File: src/rtl/vdc_timing_pkg.sv
// -----------------------------------------------------------------------------
// vdc_timing_pkg
// Shared definitions for the VDC stand-in timing generator:
//   - pattern_t      : test-pattern selector encoding
//   - *_DEF          : default NTSC-like raster timing (341 x 262)
//   - sync_window()  : start/end of the sync-low window for one axis
//   - pattern_pixel(): palette index for an active-region pixel
// -----------------------------------------------------------------------------
package vdc_timing_pkg;

    localparam int CNT_W = 9;

    localparam int H_ACTIVE_DEF = 256;
    localparam int H_FP_DEF     = 8;
    localparam int H_SYNC_DEF   = 32;
    localparam int H_BP_DEF     = 45;
    localparam int V_ACTIVE_DEF = 240;
    localparam int V_FP_DEF     = 3;
    localparam int V_SYNC_DEF   = 3;
    localparam int V_BP_DEF     = 16;

    typedef enum logic [1:0] {
        PAT_BLANK = 2'd0,
        PAT_BARS  = 2'd1,
        PAT_CHECK = 2'd2,
        PAT_GRAD  = 2'd3
    } pattern_t;

    // Sync is low for lo <= cnt < hi (hi exclusive).
    typedef struct packed {
        logic [CNT_W-1:0] lo;
        logic [CNT_W-1:0] hi;
    } sync_win_t;

    function automatic sync_win_t sync_window(input int active, input int fp, input int sync_w);
        sync_win_t win;
        win.lo = CNT_W'(active + fp);
        win.hi = CNT_W'(active + fp + sync_w);
        return win;
    endfunction

    // Only h[7:0] and v[3] ever affect the pattern.
    function automatic logic [8:0] pattern_pixel(input pattern_t pat, input logic [7:0] h, input logic v3);
        logic [8:0] px;
        px = 9'h000;
        case (pat)
            PAT_BLANK: px = 9'h000;
            PAT_BARS:  px = {6'b000001, h[7:5]};
            PAT_CHECK: px = (h[3] ^ v3) ? 9'h001 : 9'h002;
            PAT_GRAD:  px = {1'b1, h};
            default:   px = 9'h000;
        endcase
        return px;
    endfunction

endpackage

File: src/rtl/sync_axis_counter.sv
// -----------------------------------------------------------------------------
// sync_axis_counter
// One raster axis: counts 0..ACTIVE+FP+SYNC+BP-1 and decodes the active
// region and the active-low sync window from the current count.
// Ports:
//   clock, reset_N : clock, asynchronous active-low reset
//   step           : advance by one (wraps at the last position)
//   clear          : force the count to 0 (wins over step)
//   cnt            : current position
//   active         : cnt < ACTIVE
//   sync_n         : low while cnt is inside the sync window
//   wrap           : step taken at the last position (count returns to 0)
// -----------------------------------------------------------------------------
module sync_axis_counter
    import vdc_timing_pkg::*;
#(
    parameter int ACTIVE = H_ACTIVE_DEF,
    parameter int FP     = H_FP_DEF,
    parameter int SYNC   = H_SYNC_DEF,
    parameter int BP     = H_BP_DEF
) (
    input  logic             clock,
    input  logic             reset_N,
    input  logic             step,
    input  logic             clear,
    output logic [CNT_W-1:0] cnt,
    output logic             active,
    output logic             sync_n,
    output logic             wrap
);

    localparam int               TOTAL = ACTIVE + FP + SYNC + BP;
    localparam sync_win_t        WIN   = sync_window(ACTIVE, FP, SYNC);
    localparam logic [CNT_W-1:0] LAST  = CNT_W'(TOTAL - 1);
    localparam logic [CNT_W-1:0] ACT   = CNT_W'(ACTIVE);

    // The 9-bit counter cannot represent a longer axis.
    if (TOTAL > 511 || TOTAL < 1) begin : g_bad_total
        $error("sync_axis_counter: axis total %0d outside 1..511", TOTAL);
    end

    logic [CNT_W-1:0] cnt_q, cnt_d;

    always_comb begin
        cnt_d = cnt_q;
        if (clear) begin
            cnt_d = '0;
        end else if (step) begin
            cnt_d = (cnt_q == LAST) ? '0 : cnt_q + CNT_W'(1);
        end
    end

    always_ff @(posedge clock or negedge reset_N) begin
        if (!reset_N) begin
            cnt_q <= '0;
        end else begin
            cnt_q <= cnt_d;
        end
    end

    assign cnt    = cnt_q;
    assign active = (cnt_q < ACT);
    assign sync_n = !((cnt_q >= WIN.lo) && (cnt_q < WIN.hi));
    assign wrap   = step && !clear && (cnt_q == LAST);

endmodule

File: src/rtl/vdc_timing_gen.sv
// -----------------------------------------------------------------------------
// vdc_timing_gen
// Stand-in for the VDC: produces a raster (VD/HSYN/VSYN) at the VCE pixel rate
// with selectable test patterns.
// Ports:
//   clock, reset_N : system clock, asynchronous active-low reset
//   clock_en       : pixel enable from the VCE; all state advances only when high
//   enable         : run; low parks the raster at (0,0) with blank outputs
//   pattern        : test pattern, taken at frame wrap or when enable rises
//   VD             : palette index, 0 outside the active region
//   HSYN, VSYN     : active-low syncs
//   frame_start    : one-clock pulse with the output of pixel (0,0)
//   frame_count    : completed frames, wraps at 256
// All outputs are registered and present the counter position of the
// previous clock_en (one pixel of latency).
// -----------------------------------------------------------------------------
module vdc_timing_gen
    import vdc_timing_pkg::*;
#(
    parameter int H_ACTIVE = H_ACTIVE_DEF,
    parameter int H_FP     = H_FP_DEF,
    parameter int H_SYNC   = H_SYNC_DEF,
    parameter int H_BP     = H_BP_DEF,
    parameter int V_ACTIVE = V_ACTIVE_DEF,
    parameter int V_FP     = V_FP_DEF,
    parameter int V_SYNC   = V_SYNC_DEF,
    parameter int V_BP     = V_BP_DEF
) (
    input  logic       clock,
    input  logic       reset_N,
    input  logic       clock_en,
    input  logic       enable,
    input  logic [1:0] pattern,
    output logic [8:0] VD,
    output logic       HSYN,
    output logic       VSYN,
    output logic       frame_start,
    output logic [7:0] frame_count
);

    logic [CNT_W-1:0] h_cnt, v_cnt;
    logic             h_active, h_sync_n, h_wrap;
    logic             v_active, v_sync_n, v_wrap;
    logic             h_step, axis_clear, run_start;
    pattern_t         pat_q, pat_d, pat_cur;
    logic             run_q, run_d;
    logic [8:0]       vd_q, vd_d;
    logic             hsyn_q, hsyn_d;
    logic             vsyn_q, vsyn_d;
    logic             frame_start_q, frame_start_d;
    logic [7:0]       frame_count_q, frame_count_d;

    assign h_step     = clock_en & enable;
    assign axis_clear = clock_en & ~enable;
    // First running pixel after reset or a disabled period. The counters are
    // already at (0,0) here, and the new pattern applies to this very pixel.
    assign run_start  = h_step & ~run_q;
    assign pat_cur    = run_start ? pattern_t'(pattern) : pat_q;

    sync_axis_counter #(
        .ACTIVE (H_ACTIVE),
        .FP     (H_FP),
        .SYNC   (H_SYNC),
        .BP     (H_BP)
    ) u_h_axis (
        .clock   (clock),
        .reset_N (reset_N),
        .step    (h_step),
        .clear   (axis_clear),
        .cnt     (h_cnt),
        .active  (h_active),
        .sync_n  (h_sync_n),
        .wrap    (h_wrap)
    );

    // Vertical only moves at line wrap, so VSYN changes on line boundaries.
    sync_axis_counter #(
        .ACTIVE (V_ACTIVE),
        .FP     (V_FP),
        .SYNC   (V_SYNC),
        .BP     (V_BP)
    ) u_v_axis (
        .clock   (clock),
        .reset_N (reset_N),
        .step    (h_wrap),
        .clear   (axis_clear),
        .cnt     (v_cnt),
        .active  (v_active),
        .sync_n  (v_sync_n),
        .wrap    (v_wrap)
    );

    always_comb begin
        vd_d          = vd_q;
        hsyn_d        = hsyn_q;
        vsyn_d        = vsyn_q;
        frame_count_d = frame_count_q;
        pat_d         = pat_q;
        run_d         = run_q;
        // Pulse lasts one system clock even when clock_en is sparse.
        frame_start_d = 1'b0;
        if (clock_en) begin
            run_d = enable;
            if (enable) begin
                vd_d          = (h_active && v_active) ? pattern_pixel(pat_cur, h_cnt[7:0], v_cnt[3]) : 9'h000;
                hsyn_d        = h_sync_n;
                vsyn_d        = v_sync_n;
                frame_start_d = (h_cnt == '0) && (v_cnt == '0);
                if (run_start || v_wrap) begin
                    pat_d = pattern_t'(pattern);
                end
                if (v_wrap) begin
                    frame_count_d = frame_count_q + 8'd1;
                end
            end else begin
                vd_d   = 9'h000;
                hsyn_d = 1'b1;
                vsyn_d = 1'b1;
            end
        end
    end

    always_ff @(posedge clock or negedge reset_N) begin
        if (!reset_N) begin
            vd_q          <= 9'h000;
            hsyn_q        <= 1'b1;
            vsyn_q        <= 1'b1;
            frame_start_q <= 1'b0;
            frame_count_q <= 8'd0;
            pat_q         <= PAT_BLANK;
            run_q         <= 1'b0;
        end else begin
            vd_q          <= vd_d;
            hsyn_q        <= hsyn_d;
            vsyn_q        <= vsyn_d;
            frame_start_q <= frame_start_d;
            frame_count_q <= frame_count_d;
            pat_q         <= pat_d;
            run_q         <= run_d;
        end
    end

    assign VD          = vd_q;
    assign HSYN        = hsyn_q;
    assign VSYN        = vsyn_q;
    assign frame_start = frame_start_q;
    assign frame_count = frame_count_q;

endmodule

File: config.mk
export PLATFORM = sky130hd
export DESIGN_NAME = vdc_timing_gen
export DESIGN_NICKNAME = d
export VERILOG_FILES = /design/src/rtl/vdc_timing_pkg.sv /design/src/rtl/sync_axis_counter.sv /design/src/rtl/vdc_timing_gen.sv
export SDC_FILE = /design/constraint.sdc
export NUM_CORES = 1
export LEC_CHECK = 0
export CORE_ASPECT_RATIO = 0.7
export CORE_MARGIN = 1
export CORE_UTILIZATION = 50
export DETAILED_ROUTE_END_ITERATION = 10
export GPL_TIMING_DRIVEN = 1
export HOLD_SLACK_MARGIN = 0.1
export MAX_ROUTING_LAYER = met4
export PLACE_DENSITY = 0.73
export SLEW_MARGIN = 20
export SYNTH_ARGS = -nofsm -noshare
export SYNTH_HDL_FRONTEND = slang
export SYNTH_HIERARCHICAL = 1
export SYNTH_SLANG_ARGS = --single-unit
File: constraint.sdc
create_clock -name clock -period 2.89 [get_ports clock]
set_input_delay 0.578 -clock clock [delete_from_list [all_inputs] [get_ports clock]]
set_output_delay 0.578 -clock clock [all_outputs]
set_load 0.01 [all_outputs]
Word level (Yosys, flattened, before mapping)

Cells that the tools add are included.

Add/sub/neg operators: 3
Multiply operators: 0
Div/mod/pow operators: 0
$lt $le $gt $ge: 6
Equality and inequality tests: 5
Shift operators: 0
Multiplexer cells: 15
Bitwise logic cells: 6
Reduce and logical (&&, ||, !) cells: 19

Operators with widths:

| operator                                                                             | number |
|---|---|
| 9-bit 2-to-1 mux                                                                     | 8 |
| 9-bit case mux with 4 select lines                                                   | 1 |
| 9-bit by 1-bit adder with 9-bit output (second input constant)                       | 2 |
| 9-bit equality test (second input constant)                                          | 2 |
| 9-bit logical NOT                                                                    | 2 |
| 9-bit by 8-bit < comparator with 1-bit output (second input constant)                | 2 |
| 9-bit < comparator (second input constant)                                           | 2 |
| 9-bit by 8-bit greater-or-equal comparator with 1-bit output (second input constant) | 1 |
| 9-bit greater-or-equal comparator (second input constant)                            | 1 |
| 8-bit by 1-bit adder with 8-bit output (second input constant)                       | 1 |
| 1-bit logical AND                                                                    | 8 |
| 3-bit AND reduction                                                                  | 2 |
| 2-bit equality test (second input constant)                                          | 2 |
| 1-bit 2-to-1 mux                                                                     | 4 |
| 2-bit 2-to-1 mux                                                                     | 2 |
| 2-bit nonzero test                                                                   | 2 |
| 1-bit bitwise AND                                                                    | 3 |
| 1-bit logical NOT                                                                    | 3 |
| 2-bit by 1-bit equality test with 1-bit output (second input constant)               | 1 |
| 2-bit logical NOT                                                                    | 1 |
| 1-bit inverter                                                                       | 2 |
| 1-bit logical OR                                                                     | 1 |
| 1-bit bitwise XOR                                                                    | 1 |

Flip-flop bits (word level): 41
Bits in latches: 0
Memory bits (writable): 0
ROM bits: 0
Input bits: 6
Memories: 0

Longest topological paths before layout

Depth in word-level cells: 9
Depth in mapped cells: 11

Cells and area by module

Netlist, hierarchy kept.

By module, submodules not included:

| module                        | times used | cells each | area each (µm²) |
|---|---|---|---|
| vdc_timing_gen                | 1          | 87         | 1069.8 |
| sync_axis_counter at u_v_axis | 1          | 60         | 566.8 |
| sync_axis_counter at u_h_axis | 1          | 60         | 549.3 |

Worst setup path after synthesis

OpenSTA, ideal clock, no wires.

Kind: input -> register
Start point: input clock_en
End point: register frame_count_q[7] (netlist: frame_count[7])
Data arrival time: 2.483 ns
Required time: 2.766 ns
Setup slack: 0.283 ns
Stages on the path: 11
Cells stage by stage: inv_1 > clkbuf_1 > nor2_1 > nand2b_1 > nor2_1 > nand2b_1 > nor2_1 > nand3_1 > nor3_2 > nand3_1 > xnor2_1

Longest elaborated chain between the ends: 7
Elaborated cells on any way between the ends: 8
Those cells by class: bitwise (2); reduce/logical (6)

Ends and longest elaborated chain:

| what                           | line                    | text |
|---|---|---|
| start, declared                | vdc_timing_gen.sv:31    | `input logic clock_en,` |
| 1-bit bitwise AND              | vdc_timing_gen.sv:54    | `assign axis_clear = clock_en & ~enable;` |
| net axis_clear                 | vdc_timing_gen.sv:44    | `logic h_step, axis_clear, run_start;` |
| 1-bit logical NOT              | sync_axis_counter.sv:64 | `assign wrap = step && !clear && (cnt_q == LAST);` |
| 1-bit logical AND (2 in a row) | sync_axis_counter.sv:64 |  |
| net h_wrap                     | vdc_timing_gen.sv:42    | `logic h_active, h_sync_n, h_wrap;` |
| 1-bit logical AND (2 in a row) | sync_axis_counter.sv:64 |  |
| net v_wrap                     | vdc_timing_gen.sv:43    | `logic v_active, v_sync_n, v_wrap;` |
| 3-bit AND reduction (no line)  | n/a                     |  |
| end signal, assigned           | vdc_timing_gen.sv:137   | `frame_count_q <= frame_count_d;` |
| end, declared                  | vdc_timing_gen.sv:51    | `logic [7:0] frame_count_q, frame_count_d;` |

The timed path passes the listed nets, and every way through them passes these cells.
A chain may end at the register's enable or synchronous reset.

Worst setup path after layout

Start point: register u_h_axis.cnt_q[0] (netlist: u_h_axis/cnt[0])
End point: register frame_count_q[7] (netlist: frame_count[7])

Longest elaborated chain between the ends: 5

Ends and longest elaborated chain:

| what                           | line                    | text |
|---|---|---|
| start, declared                | sync_axis_counter.sv:42 | `logic [CNT_W-1:0] cnt_q, cnt_d;` |
| start signal, assigned         | sync_axis_counter.sv:57 | `cnt_q <= cnt_d;` |
| 9-bit equality test            | sync_axis_counter.sv:64 |  |
| 1-bit logical AND              | sync_axis_counter.sv:64 |  |
| net h_wrap                     | vdc_timing_gen.sv:42    |  |
| 1-bit logical AND (2 in a row) | sync_axis_counter.sv:64 |  |
| net v_wrap                     | vdc_timing_gen.sv:43    |  |
| 3-bit AND reduction (no line)  | n/a                     |  |

The timed path passes the listed nets, and every way through them passes these cells.

==> results_dict.tcl <==
set metrics [dict create \
    vdd.ir_drop.worst_mv 0.279 \
    drive_gt1_frac 0.151 \
    overflow 0 \
    ctsLongestPathBuffers 2 \
    antenna_left 0 \
    grt_antenna_before_repair 0 \
    track_usage 0.246 \
    tritoncts "built" \
    nNetsFinal 255 \
    via_count 1770 \
    cts_buffers 5 \
    critical_path_class "reg -> reg" \
    async_reset_ff_frac 1.00 \
    hold_buffers 0 \
    postCtsSetupBuffers 0 \
    setup_slack_ns 0.501 \
    yosysUniqueCellTypes 57 \
    syn_area_mm2 0.00219 \
    worstHoldPathType "in -> async" \
    vias_per_cell 5.96 \
    utilization 0.647 \
    yosysWarnings 6 \
    whs_ns 0.412 \
    power.density_mw_per_mm2 456 \
    first_pass_iters 5 \
    outcome "complete, no violations" \
    fmax_ghz 0.419 \
    grt_max_degree 42 \
    max_cap_violations 0 \
    drc_errors 0 \
    diodes 0 \
    p_leak_uw 0.00114 \
    ys_seq_area_frac 0.471 \
    h-tree-depth 2 \
    grt_pass1_wl_mm 8.10 \
    io_buffers 25 \
    path_clk_slew_ns 0.08 \
    hpwl_mm 3.46 \
    max_slew_margin 0.389 \
    rsz0062_at_grt "no" \
    total_power_uw 1190 \
    wl_per_cell_um 16.9 \
    syn_to_final_growth_pct 19.6 \
    wl_mm 5.01 \
    cts_resized 0 \
    synth_edf_count 0 \
    layout_min_cycle_time_ns 2.39 \
    met1_length_mm 2.49 \
    syn_area_per_cell_um2 10.6 \
    first_iter_violations 116 \
    synth_ff_type "dfrtp_1" \
    synth-seq-cells 41 \
    slew_viol_final 0 \
    met3_length_um 269 \
    gp_congestion 0.882 \
    fp.dieH_um 57.3 \
    worstSkewPairLatency_ns 0.30 \
    clock-sinks 41 \
    dieArea_mm2 0.00464 \
    period_share 0.827 \
    setup_tns_ns 0 \
    place_ws_ns 0.250 \
    endpoint_kind "register" \
    top_layer "met4" \
    grt_pass1_vias 1631 \
    netlist_instances 207 \
    finalSetupViolCount 0 \
    clock-root-buffer "clkbuf_8" \
    io_pins 26 \
    wl_met2_mm 2.18 \
    crit_path_max_fanout 4 \
    critical_path_required_ns 3.08 \
    crit_arrival_ns 2.58 \
    syn-num-nets 218 \
    start_util 0.541 \
    worst_slew_pin_slew_ns 0.916 \
    start_kind "register" \
    hold_violations 0 \
    num_rows 19 \
    die_w_um 81.0 \
    skew_ns 0.00882 \
    core-area_mm2 0.00404 \
]
==> worst paths after layout <==
kind / start / endpoint / slack (ns) / cells after the start
worst max-delay path: u_h_axis/cnt[0] / frame_count[7] / 0.50 / 11
worst min register to register: VD[8] / VD[8] / 0.49 / 1
max in group asynchronous: reset_N / u_h_axis/cnt[2] / 1.91 / 1
worst max register to register: u_h_axis/cnt[0] / frame_count[7] / 0.50 / 11
worst min-delay path: reset_N / u_h_axis/cnt[1] / 0.41 / 1
min in group clock: VD[8] / VD[8] / 0.49 / 1
==> flip-flops by register name, summed over array words and instances, names as in the netlist <==
name	count
HSYN	1
frame_start	1
run_q	1
pat_q	2
VSYN	1
VD	9
u_v_axis/cnt	9
frame_count	8
u_h_axis/cnt	9
==> where the power goes <==
part           total [uW]  internal [uW]  switching, uW
Clock                 369            168            201
Combinational         181           88.3           92.8
Sequential            643            602           41.5
Total                1190            857            335
==> cell usage in the layout, fill, tap and decap left out, types with 2 or more instances in the layout <==
master	synthesis	routed
dfrtp_1	39	39
clkdlybuf4s50_1	0	24
nand2_1	21	21
nor2_1	12	12
inv_1	9	9
nand3_1	9	9
buf_4	0	9
a21oi_1	8	8
xnor2_1	6	6
a31oi_1	6	6
a22o_1	5	5
xor2_1	5	5
nand4_1	5	5
ha_1	5	5
clkbuf_8	0	5
nor4_1	4	4
or4_1	4	4
a21o_1	4	4
o21ai_0	4	4
nand2b_1	4	4
mux2_2	3	3
mux2i_1	3	3
o21ai_1	3	3
nor3_1	3	3
dfstp_2	2	2
and4_1	2	2
o22a_1	2	2
o2bb2ai_1	2	2
o221ai_1	2	2
clkinv_2	0	2
and3_1	2	2
nor2b_1	2	2
o31ai_1	2	2
==> per-layer routing <==
layer / track usage / vias up
met5: - / -
met2: 0.340 / 55
met3: 0.0640 / 6
met4: 0.112 / 0
met1: 0.337 / 864
li1: - / 845
==> final cells by class <==
| cell class | instances | area, um2 |
|---|---|---|
| Fill cell | 340 | 1430 |
| Multi-Input combinational cell | 152 | 1090 |
| Sequential cell | 41 | 1030 |
| Timing Repair Buffer | 34 | 313 |
| Clock buffer | 6 | 72.6 |
| Tap cell | 52 | 65.1 |
| Inverter | 10 | 37.5 |
| Clock inverter | 2 | 10.0 |
==> through the flow <==
stage	cells	instance area [um2]
5_1_grt	297	2620
3_5_place_dp	289	2530
3_3_place_gp	289	2530
4_1_cts	297	2620
6_report	297	2620
2_1_floorplan	207	2190
==> cell usage after synthesis, types with 2 or more instances <==
library cell | instances | area share
a21o_1 | 4 | 0.014
a21oi_1 | 8 | 0.018
a22o_1 | 5 | 0.020
a31oi_1 | 6 | 0.017
and3_1 | 2 | 0.0057
and4_1 | 2 | 0.0080
buf_6 | 2 | 0.010
dfrtp_1 | 39 | 0.45
dfstp_2 | 2 | 0.024
ha_1 | 5 | 0.029
inv_1 | 9 | 0.015
mux2_2 | 3 | 0.015
mux2i_1 | 3 | 0.014
nand2_1 | 21 | 0.036
nand2b_1 | 4 | 0.011
nand3_1 | 9 | 0.021
nand4_1 | 5 | 0.014
nor2_1 | 12 | 0.021
nor2b_1 | 2 | 0.0057
nor3_1 | 3 | 0.0069
nor4_1 | 4 | 0.011
o21ai_0 | 4 | 0.0092
o21ai_1 | 3 | 0.0069
o221ai_1 | 2 | 0.0080
o22a_1 | 2 | 0.0080
o2bb2ai_1 | 2 | 0.0080
o31ai_1 | 2 | 0.0069
or4_1 | 4 | 0.014
xnor2_1 | 6 | 0.024
xor2_1 | 5 | 0.020
==> cells by family (layout without fill, tap and decap cells) <==
group | after synthesis | after routing | synth area share
xor gates and xnor gates | 11 | 11 | 0.0441
buffers and inverters | 14 | 52 | 0.0315
and+or+nand+nor | 79 | 79 | 0.216
DFF | 41 | 41 | 0.471
muxes | 8 | 8 | 0.0464
AOI/OAI and AO/OA | 49 | 49 | 0.163
adders and majority gates | 5 | 5 | 0.0286
==> critical path, stage by stage (launching register included) <==
cell and delay, ns:
dfrtp_1 0.38, inv_1 0.12, ha_1 0.15, nor4bb_2 0.35
nand2_1 0.09, nor2_1 0.14, nand2b_1 0.11, nor2_1 0.18
nand3_1 0.21, nor3_2 0.29, nand3_1 0.13, xnor2_1 0.13
Power figures use the tool's default switching activity.
